--- config.mk ---
export PLATFORM = sky130hd
export DESIGN_NAME = pp_row_streamer
export DESIGN_NICKNAME = d
export VERILOG_FILES = /design/src/rtl/pp_row_streamer.sv
export SDC_FILE = /design/constraint.sdc
export NUM_CORES = 1
export LEC_CHECK = 0
export BUFFER_PORTS_ARGS = -buffer_cell sky130_fd_sc_hd__buf_2
export CAP_MARGIN = 10
export CORE_AREA = 2 2 53 92
export CTS_CLUSTER_SIZE = 40
export DETAILED_ROUTE_END_ITERATION = 12
export DIE_AREA = 0 0 55 94
export HOLD_SLACK_MARGIN = 0.12
export PLACE_DENSITY = 0.72
export SYNTH_ARGS = -nofsm -noshare
export SYNTH_HDL_FRONTEND = slang
export SYNTH_SLANG_ARGS = --single-unit
--- constraint.sdc ---
create_clock -name clk -period 1.9 [get_ports clk]
set_clock_uncertainty 0.15 [all_clocks]
set_input_delay 0 -clock clk [delete_from_list [all_inputs] [get_ports clk]]
set_output_delay 0 -clock clk [all_outputs]
set_load 0.005 [all_outputs]
--- src/rtl/pp_row_streamer.sv ---
// Handshaked partial-product row streamer for a Dadda reduction tree.
// Emits ROWS_PER_BEAT unshifted rows per beat, with optional Baugh-Wooley signed rows.

module pp_row_gen #(
    parameter int WIDTH = 16
) (
    input  logic [WIDTH-1:0] a,
    input  logic             b_bit,
    input  logic             sgn,
    input  logic             top_row,
    output logic [WIDTH-1:0] row
);
    // Signed mode flips bits where exactly one of (row, column) is the MSB position.
    always_comb begin
        row = '0;
        for (int j = 0; j < WIDTH; j++)
            row[j] = (a[j] & b_bit) ^ (sgn & (top_row ^ (j == WIDTH - 1)));
    end
endmodule

module pp_row_streamer #(
    parameter int WIDTH         = 16,
    parameter int ROWS_PER_BEAT = 1
) (
    input  logic                             clk,
    input  logic                             rst,
    input  logic                             in_valid,
    output logic                             in_ready,
    input  logic [WIDTH-1:0]                 in_a,
    input  logic [WIDTH-1:0]                 in_b,
    input  logic                             in_signed,
    output logic                             out_valid,
    input  logic                             out_ready,
    output logic [ROWS_PER_BEAT*WIDTH-1:0]   out_rows,
    output logic [$clog2(WIDTH)-1:0]         out_row_idx,
    output logic                             out_last,
    output logic                             out_corr
);
    localparam int IDX_W = $clog2(WIDTH);
    localparam logic [IDX_W-1:0] LAST_CNT = IDX_W'(WIDTH - ROWS_PER_BEAT);
    localparam logic [IDX_W-1:0] STEP     = IDX_W'(ROWS_PER_BEAT);
    localparam logic [IDX_W-1:0] TOP_ROW  = IDX_W'(WIDTH - 1);

    typedef enum logic {IDLE, EMIT} state_t;

    state_t state, state_nxt;
    logic [WIDTH-1:0] a_q, b_q;
    logic             sgn_q;
    logic [IDX_W-1:0] cnt;
    logic             load, accept, last;
    logic [ROWS_PER_BEAT-1:0][WIDTH-1:0] rows;

    assign last = (state == EMIT) && (cnt == LAST_CNT);

    always_comb begin
        state_nxt = state;
        in_ready  = 1'b0;
        out_valid = 1'b0;
        accept    = 1'b0;
        load      = 1'b0;
        case (state)
            IDLE: begin
                in_ready = ~rst;
                load     = in_valid & in_ready;
                if (load) state_nxt = EMIT;
            end
            EMIT: begin
                out_valid = 1'b1;
                accept    = out_ready;
                // A new pair can only slip in on the edge that retires the last beat.
                in_ready  = ~rst & out_ready & last;
                load      = in_valid & in_ready;
                if (accept && last && !load) state_nxt = IDLE;
            end
            default: state_nxt = IDLE;
        endcase
    end

    always_ff @(posedge clk or posedge rst) begin
        if (rst) state <= IDLE;
        else     state <= state_nxt;
    end

    always_ff @(posedge clk or posedge rst) begin
        if (rst) begin
            a_q   <= '0;
            b_q   <= '0;
            sgn_q <= 1'b0;
            cnt   <= '0;
        end else if (load) begin
            a_q   <= in_a;
            b_q   <= in_b;
            sgn_q <= in_signed;
            cnt   <= '0;
        end else if (accept) begin
            cnt   <= cnt + STEP;
        end
    end

    for (genvar k = 0; k < ROWS_PER_BEAT; k++) begin : g_row
        logic [IDX_W-1:0] ri;
        assign ri = cnt + IDX_W'(k);
        pp_row_gen #(.WIDTH(WIDTH)) u_row (
            .a       (a_q),
            .b_bit   (b_q[ri]),
            .sgn     (sgn_q),
            .top_row (ri == TOP_ROW),
            .row     (rows[k])
        );
    end

    assign out_rows    = out_valid ? rows : '0;
    assign out_row_idx = out_valid ? cnt : '0;
    assign out_last    = last;
    assign out_corr    = sgn_q & last;
endmodule
Word level (Yosys, flattened, before mapping):

Index checks and enable logic that the tools add are counted.

* bits in registers: 38
* input port bits: 37
* output and inout port bits: 24
* word-level logic and storage cells: 68

* add/sub/neg operators: 1
* order comparisons: 1
* equal/unequal tests: 1
* muxes and demuxes: 13
* bitwise logic cells: 42
* reduce and logical (&&, ||, !) cells: 5

Operators with widths (count)
* $and 1x1->1: 23
* $mux 16: 1
* $xor 1x1->1: 16
* $mux 4: 3
* $pmux 1 s2: 3
* $lt 4x5->1 const B: 1
* $mux 1: 5
* $add 4x1->4 const B: 1
* $bmux 1 s4: 1
* $eq 4x4->1 const B: 1
* $logic_and 1x1->1: 3
* $not 1->1: 3
* $reduce_bool 2->1: 1
* $logic_not 1->1: 1

Depth between registers and ports, before layout:

* word-level depth: 8
* depth in mapped cells: 7

Cells and area by module:

From an unflattened synthesis, not the netlist that was laid out.

* cell total of the unflattened synthesis: 168
* area, all modules: 2075.7 um^2

By module, submodules not included
* pp_row_streamer: instances 1, cells each 131, area each 1808.0 um^2
* pp_row_gen: instances 1, cells each 37, area each 267.8 um^2

Worst setup path before layout:

Ideal clock, no wire load.

* path type: register to register
* from: reg cnt[1]
* to: reg a_q[10]
* setup time: 0.125 ns
* data arrival time: 1.725 ns
* slack: -0.100 ns
* cell stages (with the launch flop): 8
* cell sequence: dfrtp_1 -> ha_1 -> and3_1 -> a21boi_0 -> nor3b_1 -> buf_4 -> buf_6 -> mux2_2

* cells in the longest elaborated chain, start to end: 5

RTL lines
* from (decl): RTL line 49 `logic [IDX_W-1:0] cnt;`
* from (signal assigned): RTL line 96 `cnt <= cnt + STEP;`
* $eq 4x4->1: RTL line 53 `assign last = (state == EMIT) && (cnt == LAST_CNT);`
* $logic_and 1x1->1: RTL line 53
* $and 1x1->1: RTL line 71 `in_ready = ~rst & out_ready & last;`
* $and 1x1->1: RTL line 72 `load = in_valid & in_ready;`
* $pmux 1 s2: RTL line 61 `case (state)`
* to (signal assigned): RTL line 91 `a_q <= in_a;`
* to (decl): RTL line 47 `logic [WIDTH-1:0] a_q, b_q;`

No other way between the ends.
A chain may end at the register's enable or synchronous reset.

Final worst setup path:

* from: reg cnt[0]
* to: out out_rows[15]

* cells in the longest elaborated chain, start to end: 5
* elaborated cells on any way between the ends: 8

RTL lines
* $bmux 1 s4 / $eq 4x4->1 (equally long branches): RTL line 105, 107
* $mux 1 (implied by the code) / $not 1->1 (equally long branches)
* $and 1x1->1: RTL line 17 `row[j] = (a[j] & b_bit) ^ (sgn & (top_row ^ (j == WIDTH - 1)));`
* $xor 1x1->1 (*): RTL line 17
* $mux 16 (*): RTL line 112 `assign out_rows = out_valid ? rows : '0;`
* to (decl): RTL line 34 `output logic [ROWS_PER_BEAT*WIDTH-1:0] out_rows,`

Mark *: on every way between the ends. The rest lies on a longest branch, timed or not. The select of a mux whose other input is x is not followed.

==> run metrics <==
WP data required=1750 ps; Placer Congestion=0.762; ANT nets after route=0; port bufs=60; Setup crit end=out_rows[15]; Worst-Margin Slew=473 ps; sequential share of the synthesized area=0.494; global route total overflow=0; share of layout cells above drive strength 1=0.516; failing checks=negative setup slack; EDFF count, synth=0; Clk pin slew, worst setup/hold paths=70 ps; cell with the most instances after synthesis=dfrtp_1; fin util=0.710; Slew Limit Fails=0; Primary FF master, synth=dfrtp_1; CP cell instances=buf_6 > mux4_2 > nor2_4 > o22ai_2 > buf_12 > and3_4 > o21a_1 > buf_2; final hold violation count=0; VDD IR max=1.26 mV; Pwr per Cell Area=1350 nW/µm²; Fmax=0.429 GHz; first-iteration detailed-routing DRC count=27; leading area contributor after synthesis=dfrtp_1; CP Depth=8; Max transition margin=0.685; Top delay family on crit path=multiplexers; CP Launch Point=cnt[0]; fin crit share=1.23; GRT Total Usage=0.234; largest net degree at the start of global routing=39; DR DRC count=0; clk_lat worst skew=290 ps; Crit Path Max Fanout=17; Layout area overhead=62.3%; cells taking the most area after synthesis=dfrtp_1, mux2_2, mux2i_1; Core Region=4400 µm²; Synth Instances=157; die area=5170 µm²; MaxCap Viol Count=0; CP endpoint kind=output pin; Avg Cell Area, Syn=12.3 µm²; first-pass GRT wire length=8740 µm; pre-CTS WS=-171 ps; Final WS setup=-429 ps; Vias=1650; Yosys top cell area share=0.494; # clock sinks=38; run status=complete, but fails checks; RSZ-0062 raised after global routing=yes; Worst Path Arrival=2180 ps; DR pass1 iterations=4; dpl hpwl=2950 µm; CTS max path bufs=2; Hold Crit Class=in -> async; P_leak=0.00159 µW; count of state elements after synthesis=38; CTS buffer count=5; setup violators final=53; critical path class=reg -> out; slowest stage cell, crit path=mux4_2; Top Ports=61; initial antenna violation count=0; worst reg-to-reg path cell count=9; Reg2Reg Launch Point=cnt[0]; vias in the first global route=1852; fraction of registers with async set/reset=1.00; top cells by count, synth=dfrtp_1, mux2_2, nand2_1; fin nets=315; CP bufs+invs=3; FF-to-FF setup slack=-420 ps; YS warnings=0; routed wire length=5310 µm; Starting Density=0.437; min cycle time layout=2330 ps; H-tree levels=2; Horiz. Die Dim=55 µm; setup TNS=-16250 ps; Startpoint Class=flop; CTS tree=done; syn_nets=195; Cell Rows=32; Critical Path Max Stage Delay=530 ps; chip height=94 µm; Netlist cell types=24; Ant. Diodes=0; capturing point of the worst reg2reg path=b_q[2]; Root Buffer=clkbuf_8; Synth Cell Area=1930 µm²; post-DR vias/cell=5.03; DR WL/cell=16.2 µm
## cells in the final DEF, fill, tap and decap left out
cell type	synthesis	final
nand2b_1	2	2
o22ai_2	1	1
nor3b_4	0	1
nand2_1	22	20
buf_4	3	11
mux2_4	0	1
xor2_1	2	2
nor2_2	0	1
and2_4	0	1
buf_16	0	4
dfrtp_1	38	38
and3_4	0	2
inv_1	3	3
mux2i_1	15	15
and2_1	5	4
nand2_2	0	1
a21boi_4	0	1
bufbuf_16	0	2
a21o_1	1	1
a21oi_1	2	2
buf_6	3	4
o21a_1	1	1
nor2_1	7	5
nor2_4	0	1
mux2_2	37	36
xnor2_1	1	1
o221ai_1	2	2
clkbuf_8	0	5
buf_2	0	60
clkinv_2	0	2
nand3_1	2	2
nand2_4	0	1
buf_12	0	5
mux4_2	2	2
dlygate4sd3_1	0	36
ha_2	0	1
## where the power goes
part	internal [µW]	switching (µW)	leakage, µW
logic	1330	934	0.00109
registers	1200	244	0.000461
clock network	246	278	0.0000438
total	2770	1460	0.00159
## worst reg2reg max path: cells and delay by family (launching register included)
family,cells,cell delay (ps)
multiplexers,1,320
flip-flops,1,410
buffers and inverters,4,650
adder cells (fa/ha/maj),1,170
AND/OR/NAND/NOR,2,440
AO/OA/AOI/OAI,1,70
## repair_timing
action | CTS | global route
hold buffers | 36 | 0
hold endpoints to repair | 75 | 0
buffers inserted | 5 | 2
resized for setup | 14 | 4
setup endpoints to repair | 50 | 52
gates cloned | 6 | 0
pin swaps | 1 | 1
## through the flow
step / power (µW) / cells / hold slack, ps / area [µm²]
after detailed placement: 3440 / 272 / 61.3 / 2380
final: 4230 / 328 / 285 / 3130
after global placement: 3370 / 272 / 49.7 / 2380
after CTS: 4160 / 326 / 308 / 3090
after floorplan: 2700 / 157 / -119 / 1940
after global routing: 4540 / 328 / 326 / 3130
## logic make-up (layout without fill, tap and decap cells)
| family | Yosys count | count (layout) | share of synthesized area |
|---|---|---|---|
| simple gates | 41 | 41 | 0.0949 |
| buf+inv | 12 | 132 | 0.0409 |
| fa+ha+maj | 1 | 1 | 0.00650 |
| mux | 54 | 54 | 0.318 |
| compound gates | 8 | 8 | 0.0325 |
| flops | 38 | 38 | 0.494 |
| xor+xnor | 3 | 3 | 0.0136 |
## worst min path at each step
stage	start	endpoint	slack (ps)
floorplan	rst	in_ready	-120
global placement	rst	a_q[15]	50
detailed placement	rst	a_q[15]	60
CTS	rst	a_q[15]	310
global route	in_a[7]	a_q[7]	330
finish	rst	a_q[15]	290
## flip-flops by register name (all words and copies together), names as in the netlist
| name | cells |
|---|---|
| cnt | 4 |
| sgn_q | 1 |
| b_q | 16 |
| state | 1 |
| a_q | 16 |
## routing by layer
layer	GRT usage	routed length, µm	share of wire	vias to the layer above
met5	0	0	0	-
met4	0.0610	93	0.018	0
met3	0.0525	195	0.037	10
met2	0.416	3010	0.57	47
met1	0.268	2020	0.38	809
li1	-	-	-	784
## final cells by class
class                      instances  area, µm²
sequential                        38        951
timing repair buffer             122       1060
clock inverter                     2       10.0
clock buffer                       5       68.8
multi-input combinational        107        957
tap                               51       63.8
inverter                           3       11.3
fill                             322       1280
No activity file was read; power rests on OpenSTA's default activity.
